===== src/rtl/cpu_program_loader_if.sv =====
// ---------------------------------------------------------------------------
// cpu_program_loader_if
//   Groups the byte-stream handshake from the host and the bus that the
//   loader drives toward the CPU pins.
//
//   byte_in    [7:0]  next program byte from the host source
//   byte_valid        byte_in holds a valid byte
//   byte_ready        loader takes byte_in this cycle
//   bus_data   [7:0]  value presented on the CPU ui_in pins
//   bus_load          load strobe on CPU uio_in[0]; high = bus_data owns bus
//
//   master : the loader (consumes bytes, drives the CPU bus)
//   slave  : the host / environment side
// ---------------------------------------------------------------------------
interface cpu_program_loader_if;
  logic [7:0] byte_in;
  logic       byte_valid;
  logic       byte_ready;
  logic [7:0] bus_data;
  logic       bus_load;

  modport master (
    input  byte_in,
    input  byte_valid,
    output byte_ready,
    output bus_data,
    output bus_load
  );

  modport slave (
    output byte_in,
    output byte_valid,
    input  byte_ready,
    input  bus_data,
    input  bus_load
  );
endinterface


===== src/rtl/cpu_program_loader.sv =====
// ---------------------------------------------------------------------------
// cpu_program_loader
//   Streams WORDS program bytes from a host into the CPU's RAM. For each
//   word the loader holds the CPU in reset, takes one byte, drives the word
//   address on the bus for HOLD cycles, then the byte for HOLD cycles,
//   then releases the bus for one gap cycle. A one-cycle done pulse marks
//   a completed session; abort or reset abandons it silently.
//
//   Parameters
//     WORDS  words per session (1..16)
//     HOLD   cycles each address/data phase is held (>=2)
//
//   Ports
//     clk        rising-edge clock
//     rst_n      synchronous active-low reset
//     start      begin a session (only honoured when idle)
//     abort      cancel the session from any busy state
//     lif        byte handshake + CPU bus (master modport)
//     cpu_rst_n  low while the CPU is held for loading
//     busy       high in every state except idle
//     done       one-cycle pulse on successful completion
//     word_idx   address of the word being loaded
// ---------------------------------------------------------------------------
module cpu_program_loader #(
  parameter int WORDS = 16,
  parameter int HOLD  = 4
) (
  input  logic                 clk,
  input  logic                 rst_n,
  input  logic                 start,
  input  logic                 abort,
  cpu_program_loader_if.master lif,
  output logic                 cpu_rst_n,
  output logic                 busy,
  output logic                 done,
  output logic [3:0]           word_idx
);

  localparam int            PW         = (HOLD > 1) ? $clog2(HOLD) : 1;
  localparam logic [PW-1:0] PHASE_LAST = PW'(HOLD - 1);
  localparam logic [3:0]    WORD_LAST  = 4'(WORDS - 1);

  typedef enum logic [2:0] {
    IDLE,
    WAIT_BYTE,
    DRIVE_ADDR,
    DRIVE_DATA,
    GAP,
    FINISH
  } state_t;

  state_t        state_q, state_d;
  logic [PW-1:0] phase_q, phase_d;
  logic [3:0]    word_q,  word_d;
  logic [7:0]    data_q,  data_d;

  // State and counter registers with synchronous active-low reset.
  always_ff @(posedge clk) begin
    if (!rst_n) begin
      state_q <= IDLE;
      phase_q <= '0;
      word_q  <= 4'd0;
      data_q  <= 8'h00;
    end else begin
      state_q <= state_d;
      phase_q <= phase_d;
      word_q  <= word_d;
      data_q  <= data_d;
    end
  end

  // Next-state logic. The abort override sits last so it beats start,
  // the byte handshake and any phase/word advance decided above.
  always_comb begin
    state_d = state_q;
    phase_d = phase_q;
    word_d  = word_q;
    data_d  = data_q;

    case (state_q)
      IDLE: begin
        if (start) begin
          state_d = WAIT_BYTE;
          word_d  = 4'd0;
          phase_d = '0;
        end
      end

      WAIT_BYTE: begin
        if (lif.byte_valid) begin
          data_d  = lif.byte_in;
          state_d = DRIVE_ADDR;
          phase_d = '0;
        end
      end

      DRIVE_ADDR: begin
        if (phase_q == PHASE_LAST) begin
          state_d = DRIVE_DATA;
          phase_d = '0;
        end else begin
          phase_d = phase_q + PW'(1);
        end
      end

      DRIVE_DATA: begin
        if (phase_q == PHASE_LAST) begin
          state_d = GAP;
          phase_d = '0;
        end else begin
          phase_d = phase_q + PW'(1);
        end
      end

      // The last word stops the index at WORDS-1 instead of wrapping.
      GAP: begin
        phase_d = '0;
        if (word_q == WORD_LAST) begin
          state_d = FINISH;
        end else begin
          word_d  = word_q + 4'd1;
          state_d = WAIT_BYTE;
        end
      end

      FINISH: begin
        state_d = IDLE;
      end

      default: begin
        state_d = IDLE;
        phase_d = '0;
      end
    endcase

    if (abort && (state_q != IDLE)) begin
      state_d = IDLE;
      phase_d = '0;
    end
  end

  // Moore outputs decoded purely from registered state and counters.
  always_comb begin
    lif.bus_data = 8'h00;
    lif.bus_load = 1'b0;
    case (state_q)
      DRIVE_ADDR: begin
        lif.bus_data = {4'b0000, word_q};
        lif.bus_load = 1'b1;
      end
      DRIVE_DATA: begin
        lif.bus_data = data_q;
        lif.bus_load = 1'b1;
      end
      default: begin
        lif.bus_data = 8'h00;
        lif.bus_load = 1'b0;
      end
    endcase
  end

  assign lif.byte_ready = (state_q == WAIT_BYTE);
  assign busy           = (state_q != IDLE);
  assign done           = (state_q == FINISH);
  assign word_idx       = word_q;

  // The CPU is only released when no session is actively loading.
  assign cpu_rst_n = (state_q == IDLE) || (state_q == FINISH);

endmodule


===== src/flat_wrapper.sv =====
// flat-port wrapper written by rule: the top's interface ports become plain ports
module cpu_program_loader_flat 
#(
  parameter int WORDS = 16,
  parameter int HOLD  = 4
)
  (clk, rst_n, start, abort, cpu_rst_n, busy, done, word_idx, lif_byte_in, lif_byte_valid, lif_byte_ready, lif_bus_data, lif_bus_load);
  cpu_program_loader_if lif_i ();
  input  logic clk;
  input  logic rst_n;
  input  logic start;
  input  logic abort;
  output logic cpu_rst_n;
  output logic busy;
  output logic done;
  output logic [3:0] word_idx;
  input wire logic [$bits(lif_i.byte_in)-1:0] lif_byte_in;
  input wire logic [$bits(lif_i.byte_valid)-1:0] lif_byte_valid;
  output wire logic [$bits(lif_i.byte_ready)-1:0] lif_byte_ready;
  output wire logic [$bits(lif_i.bus_data)-1:0] lif_bus_data;
  output wire logic [$bits(lif_i.bus_load)-1:0] lif_bus_load;
  assign lif_i.byte_in = lif_byte_in;
  assign lif_i.byte_valid = lif_byte_valid;
  assign lif_byte_ready = lif_i.byte_ready;
  assign lif_bus_data = lif_i.bus_data;
  assign lif_bus_load = lif_i.bus_load;
  cpu_program_loader #(.WORDS(WORDS), .HOLD(HOLD)) u_core (.clk(clk), .rst_n(rst_n), .start(start), .abort(abort), .lif(lif_i), .cpu_rst_n(cpu_rst_n), .busy(busy), .done(done), .word_idx(word_idx));
endmodule

===== config.mk =====
export PLATFORM = sky130hd
export DESIGN_NAME = cpu_program_loader_flat
export DESIGN_NICKNAME = d
export VERILOG_FILES = /design/src/rtl/cpu_program_loader_if.sv /design/src/rtl/cpu_program_loader.sv /design/src/flat_wrapper.sv
export SDC_FILE = /design/constraint.sdc
export NUM_CORES = 1
export LEC_CHECK = 0
export CAP_MARGIN = 10
export CORE_UTILIZATION = 40
export CTS_CLUSTER_DIAMETER = 80
export DETAILED_ROUTE_END_ITERATION = 16
export PLACE_DENSITY = 0.7
export REMOVE_ABC_BUFFERS = 1
export SYNTH_ARGS = -nofsm -noshare
export SYNTH_HDL_FRONTEND = slang
export SYNTH_SLANG_ARGS = --single-unit

===== constraint.sdc =====
create_clock -name clk -period 4 [get_ports clk]
set_clock_uncertainty 0.15 [all_clocks]
set_input_delay 0.8 -clock clk [delete_from_list [all_inputs] [get_ports clk]]
set_output_delay 0.8 -clock clk [all_outputs]
set_load 0.01 [all_outputs]

==> results of run 1 <==
-- critical path: cells and delay by family, from the launching register on --
family | cells | cell delay (ps)
simple gates | 2 | 480
flops | 1 | 590
buf+inv | 2 | 670
-- sequential cells by signal (all words and copies together) (netlist names) --
register         flops
u_core.word_idx      4
u_core.state_q       3
u_core.data_q        8
u_core.phase_q       2
-- worst min path at each step --
stage	slack, ps	end	startpoint
after floorplan	320	u_core.phase_q[1]$_SDFFE_PP0P_	u_core.phase_q[1]$_SDFFE_PP0P_
final	370	u_core.data_q[4]$_SDFFE_PN0P_	u_core.data_q[4]$_SDFFE_PN0P_
after global routing	400	u_core.data_q[7]$_SDFFE_PN0P_	u_core.data_q[7]$_SDFFE_PN0P_
after global placement	340	u_core.phase_q[1]$_SDFFE_PP0P_	u_core.phase_q[1]$_SDFFE_PP0P_
after detailed placement	360	u_core.data_q[4]$_SDFFE_PN0P_	u_core.data_q[4]$_SDFFE_PN0P_
after CTS	380	u_core.data_q[4]$_SDFFE_PN0P_	u_core.data_q[4]$_SDFFE_PN0P_
-- logic make-up after synthesis --
logic type / Yosys count
adder cells (fa/ha/maj): 2
flip-flops: 17
AO/OA/AOI/OAI: 13
buffers and inverters: 6
multiplexers: 12
AND/OR/NAND/NOR: 53
-- metal layers --
metal	vias to the layer above	GRT usage [%]
met4	0	7.14
li1	423	-
met2	19	28.9
met3	3	4.24
met1	375	22.9
met5	-	0
-- synthesized netlist by cell type, types with 3 or more instances --
cell type / instances
dfxtp_1: 17
mux2i_1: 12
nor2_1: 10
nor2b_1: 9
nand2_1: 7
nand3_1: 7
and3_1: 5
a21oi_1: 3
-- cell type report --
type	count	share of cell area [%]
Clock buffer	4	2.10
Inverter	2	0.599
Multi-Input combinational cell	80	44.2
Sequential cell	17	27.1
Tap cell	28	2.79
Timing Repair Buffer	29	23.2
-- power by group through the flow --
stage                     clock network, mW  registers [mW]  logic (mW)
after global routing                  0.106           0.184      0.0733
after detailed placement                  0           0.187      0.0680
after floorplan                           0           0.185      0.0391
after global placement                    0           0.186      0.0665
final                                0.0915           0.183      0.0673
after CTS                            0.0942           0.183      0.0682
-- through the flow --
step | hold WS, ps | setup slack [ps]
floorplan | 320 | 2000
global placement | 337 | 1410
detailed placement | 355 | 1320
CTS | 379 | 994
global route | 404 | 843
finish | 375 | 1030
==> impl_results.md, run 1 <==
- CP Launch Point: u_core.state_q[0]$_SDFFE_PP0P_
- Least-Margin Pin Slew: 575 ps
- Sequential cell area fraction in the yosys report: 36.7%
- CP Data Arrival Time: 2020 ps
- Post-synth ARST share: 0%
- Hold buffer count at CTS: 0
- Fin crit share: 74.3%
- First-pass GRT wire length: 3.42 mm
- Number of flops mapped to enable cells by yosys: 0
- Status: finished clean
- Post-Layout Cell Count: 160
- Uppermost layer routed: met4
- Post-CTS sizing: 0
- Die Span X: 50.2 um
- CP Capture Point: lif_bus_data[4]
- Standard cell core area: 2190 um2
- Setup Buffers After CTS: 0
- TritonRoute pass-1 iters: 3
- Max Freq: 337 MHz
- Most frequent cells in the layout: 29 x clkdlybuf4s50_1, 17 x dfxtp_1, 12 x mux2i_1, 10 x nor2_1, 9 x nor2b_1
- Ys flop type: dfxtp_1
- Worst slew margin: 61.6%
- Starting DRT DRC Count: 9
- Setup crit end kind: output pin
- RSZ-0062 raised after global routing: false
- Power density over cell area: 272 nW/um2
- Reg area: 340 um2
- IO buf count: 29
- Post-synthesis cell count: 103
- Core Rows: 17
- Largest net degree at the start of global routing: 18
- Synth Area in Compound Gates: 9.57%
- Placed cells: 156
- Initial Utilization: 42.4%
- Post-Route WL: 1.94 mm
- Post-synth top area cell: dfxtp_1
- Fill cells: 207
- Crit-path cells: inv_1 > nor2_1 > and3_1 > clkdlybuf4s50_1
- Via-per-instance ratio: 5.13
- ANT cells: 0
- Dpl hpwl: 1.48 mm
- Grt ovf: 0
- Logic gate share of total power: 19.7%
- Synth top area share: 36.7%
- Min Clock Period, post-route: 2970 ps
- R2R Setup Slk: 2320 ps
- Multiplexer area fraction after synthesis: 12.9%
- Total power: 341 uW
- Unique masters post-synth: 34
- Initial antenna violation count: 0
- Final net count: 148
- Hold Crit Class: flop to flop
- RD Place Congestion: 0.817
- Sequential Power Share: 53.5%
- Crit-path slowest cell: dfxtp_1
- Clock power frac: 26.8%
- Crit path required time: 3050 ps
- Clock Path Buffers: 2
- Post-synthesis adder-cell area fraction: 2.70%
- Commonest non-fill, non-tap cell in the layout: clkdlybuf4s50_1
- VDD IR max: 0.181 mV
- Root Buffer: clkbuf_4
- CTS clock-pin slew for the worst setup and hold paths: 100 ps
- Internal power: 251 uW
- Setup crit start kind: flop
- Post-Synth XOR/XNOR Area: 0%
- Drt wl/cell: 12.2 um
- Slew Limit Fails: 0
- H-tree depth: 1
- Critical Path Max Stage Delay: 590 ps
- CTS tree: yes
- Crit-path max FO: 12
- CTS Sinks: 17
- Post-DRT Antenna Nets: 0
- Switching portion of total power: 26.5%
- Final hold violations: 0
- Worst r2r path cells: 4
- Reg-to-Reg End: u_core.data_q[5]$_SDFFE_PN0P_
- Synth Cell Area: 928 um2
- Final setup viols: 0
- Final setup TNS: 0 ps
- CTS buffer count: 3
- Ports: 30
- Final instance area: 1250 um2
- Largest family of logic cells by synthesized area: simple AND/OR/NAND/NOR gates
- GRT Util Overall: 18.0%
- WL met3: 77 um
- Synthesis Warnings: 0
- Die area: 2520 um2
- WHS Path Cells: 2
- # DRC: 0
- Top post-synthesis cells by area: dfxtp_1 37%, mux2i_1 13%, nor2b_1 6.1%
- Critical path class: flop to output pin
- Worst r2r src: u_core.state_q[0]$_SDFFE_PP0P_
- Area growth from synthesis to layout: 35.0%
- Pleak: 0.473 nW
- Die height: 50.2 um
- FF+latch count, synth: 17
- Avg Inst Size Synth: 9.01 um2
- Number of global-route vias before repair: 775
- Worst-Skew Late Latency: 290 ps
- Share of layout cells above drive strength 1: 7.58%
- MaxCap Viol Count: 0
- Net Switching: 90.4 uW
- Met2 WL: 883 um
- DP Area: 1230 um2
- Multi-input gate area: 554 um2
- Post-Synth Simple-Gate Area: 34.5%
- Fin util: 57.2%
- Post-Route M1 WL: 960 um
- Routed vias: 820
Power figures use the tool's default switching activity.
==> run 2, diff against run 1 <==
==> constraint.sdc (replaced) <==
create_clock -name clk -period 2.9 [get_ports clk]
set_clock_uncertainty 0.15 [all_clocks]
set_input_delay 0.58 -clock clk [delete_from_list [all_inputs] [get_ports clk]]
set_output_delay 0.58 -clock clk [all_outputs]
set_load 0.01 [all_outputs]
==> impl_results.md, run 2 (same netlist as run 1, synthesis figures left out) <==
- Status: finished clean
- Switching portion of total power: 25.9% (-0.54 points)
- Hold buffer count at CTS: 0 (unchanged)
- Hold Worst Slack: 358 ps (-17.1 ps)
- Routed vias: 814 (-0.73%)
- Sequential Power Share: 53.9% (+0.4 points)
- Dpl hpwl: 1.50 mm (+1.4%)
- ANT cells: 0 (unchanged)
- CTS tree: yes
- Die height: 50.2 um (unchanged)
- VDD IR max: 0.247 mV (+36%)
- Post-DRT Antenna Nets: 0 (unchanged)
- Post-Route WL: 1.99 mm (+2.4%)
- Hold Crit Class: flop to flop
- CTS Sinks: 17 (unchanged)
- Drt wl/cell: 12.4 um (+1.8%)
- Setup crit end kind: output pin
- Starting DRT DRC Count: 4 (-5)
- IO buf count: 29 (unchanged)
- Setup crit start kind: flop
- MaxCap Viol Count: 0 (unchanged)
- Share of layout cells above drive strength 1: 9.02% (+1.4 points)
- GRT Util Overall: 18.7% (+0.75 points)
- Min Clock Period, post-route: 2630 ps
- Internal power: 347 uW (+38%)
- Logic gate share of total power: 20.1% (+0.4 points)
- Power density over cell area: 371 nW/um2 (+36%)
- Max Freq: 381 MHz
- Initial Utilization: 42.4% (unchanged)
- Critical path class: flop to output pin
- Number of global-route vias before repair: 839 (+8.3%)
- Final net count: 149 (+0.68%)
- Crit path required time: 2170 ps (-880 ps)
- TritonRoute pass-1 iters: 4 (+1)
- Top reg by flops: u_core.data_q
- Core Rows: 17 (unchanged)
- CTS clock-pin slew for the worst setup and hold paths: 90 ps (about the same)
- Final setup viols: 0 (unchanged)
- Clock Path Buffers: 2 (unchanged)
- CTS buffer count: 3 (unchanged)
- Most frequent cells in the layout: 29 x clkdlybuf4s50_1, 16 x dfxtp_1, 12 x mux2i_1, 10 x nor2_1, 9 x nor2b_1
- Final hold violations: 0 (unchanged)
- # DRC: 0 (unchanged)
- Crit-path max FO: 12 (unchanged)
- Clock power frac: 26.0% (-0.8 points)
- Worst slew margin: 70.3% (+8.7 points)
- Pleak: 0.478 nW (+1.1%)
- Die area: 2520 um2 (unchanged)
- RSZ-0062 raised after global routing: false
- Ports: 30 (unchanged)
- Total power: 469 uW (+37%)
- Initial antenna violation count: 0 (unchanged)
- Die Span X: 50.2 um (unchanged)
- Commonest non-fill, non-tap cell in the layout: clkdlybuf4s50_1
- Root Buffer: clkbuf_4
- Area growth from synthesis to layout: 36.0%
- Fin crit share: 90.5%
- First-pass GRT wire length: 3.55 mm (+3.8%)
- Largest net degree at the start of global routing: 18 (unchanged)
- Fill cells: 212 (+2.4%)
- Standard cell core area: 2190 um2 (unchanged)
- Via-per-instance ratio: 5.06 (-1.3%)
- Grt ovf: 0 (unchanged)
- Least-Margin Pin Slew: 445 ps (-130 ps)
- Worst-Skew Late Latency: 280 ps (about the same)
- Slew Limit Fails: 0 (unchanged)
- Final setup TNS: 0 ps (unchanged)
- Max FFs per register: 8 (unchanged)
- H-tree depth: 1 (unchanged)
- RD Place Congestion: 0.821 (+0.55%)
- Net Switching: 122 uW (+35%)
- CP Data Arrival Time: 1900 ps (-120 ps)
[run 2: changes by cell type in the layout (fill, tap and decap cells not counted), sizes merged]
cell and change:
buf +1
[run 2: critical path: stages, from the launching register on]
cell and delay (ps):
dfxtp_2 470, inv_1 110, nor2_1 290, and3_1 210, clkdlybuf4s50_1 530
[run 2: layout make-up]
class | instances | area [um2] | area share (%)
Clock buffer | 4 | 26.3 | 2.08
Inverter | 2 | 7.51 | 0.595
Multi-Input combinational cell | 80 | 554 | 43.9
Sequential cell | 17 | 342 | 27.1
Tap cell | 28 | 35.0 | 2.78
Timing Repair Buffer | 30 | 298 | 23.6
[run 2: routing by layer]
| metal | routed length, um | up-vias | GRT usage [%] |
|---|---|---|---|
| met4 | 9 | 0 | 7.14 |
| met1 | 967 | 367 | 23.9 |
| met5 | 0 | - | 0 |
| li1 | - | 427 | - |
| met2 | 943 | 18 | 30.4 |
| met3 | 71 | 2 | 3.94 |
[run 2: power by group through the flow]
stage,logic (mW),clock network (mW),registers [mW]
2_1_floorplan,0.0539,0,0.255
3_3_place_gp,0.0926,0,0.257
3_5_place_dp,0.0949,0,0.258
4_1_cts,0.0955,0.129,0.252
5_1_grt,0.103,0.146,0.255
6_report,0.0942,0.122,0.253
[run 2: through the flow]
stage	util [%]	std cells	instance area, um2	worst slack (ps)
floorplan	-	99	902	1120
global route	57.6	161	1260	125
detailed placement	56.4	157	1230	433
global placement	56.4	157	1230	525
CTS	57.6	161	1260	106
finish	57.6	161	1260	275
[run 2: worst paths after layout]
| kind | start | end | slack (ps) | depth (start not counted) |
|---|---|---|---|---|
| worst max-delay path | u_core.state_q[0]$_SDFFE_PP0P_ | lif_bus_data[4] | 270 | 4 |
| worst min-delay path | u_core.phase_q[1]$_SDFFE_PP0P_ | u_core.phase_q[1]$_SDFFE_PP0P_ | 360 | 2 |
| worst max register to register | u_core.state_q[1]$_SDFFE_PP0P_ | u_core.data_q[5]$_SDFFE_PN0P_ | 1310 | 4 |
| worst min register to register | u_core.phase_q[1]$_SDFFE_PP0P_ | u_core.phase_q[1]$_SDFFE_PP0P_ | 360 | 2 |
[run 2: timing repair]
action | CTS | global route
gates resized for setup | 0 | 1
buffers inserted | 0 | 0
setup endpoints to repair | 0 | 4
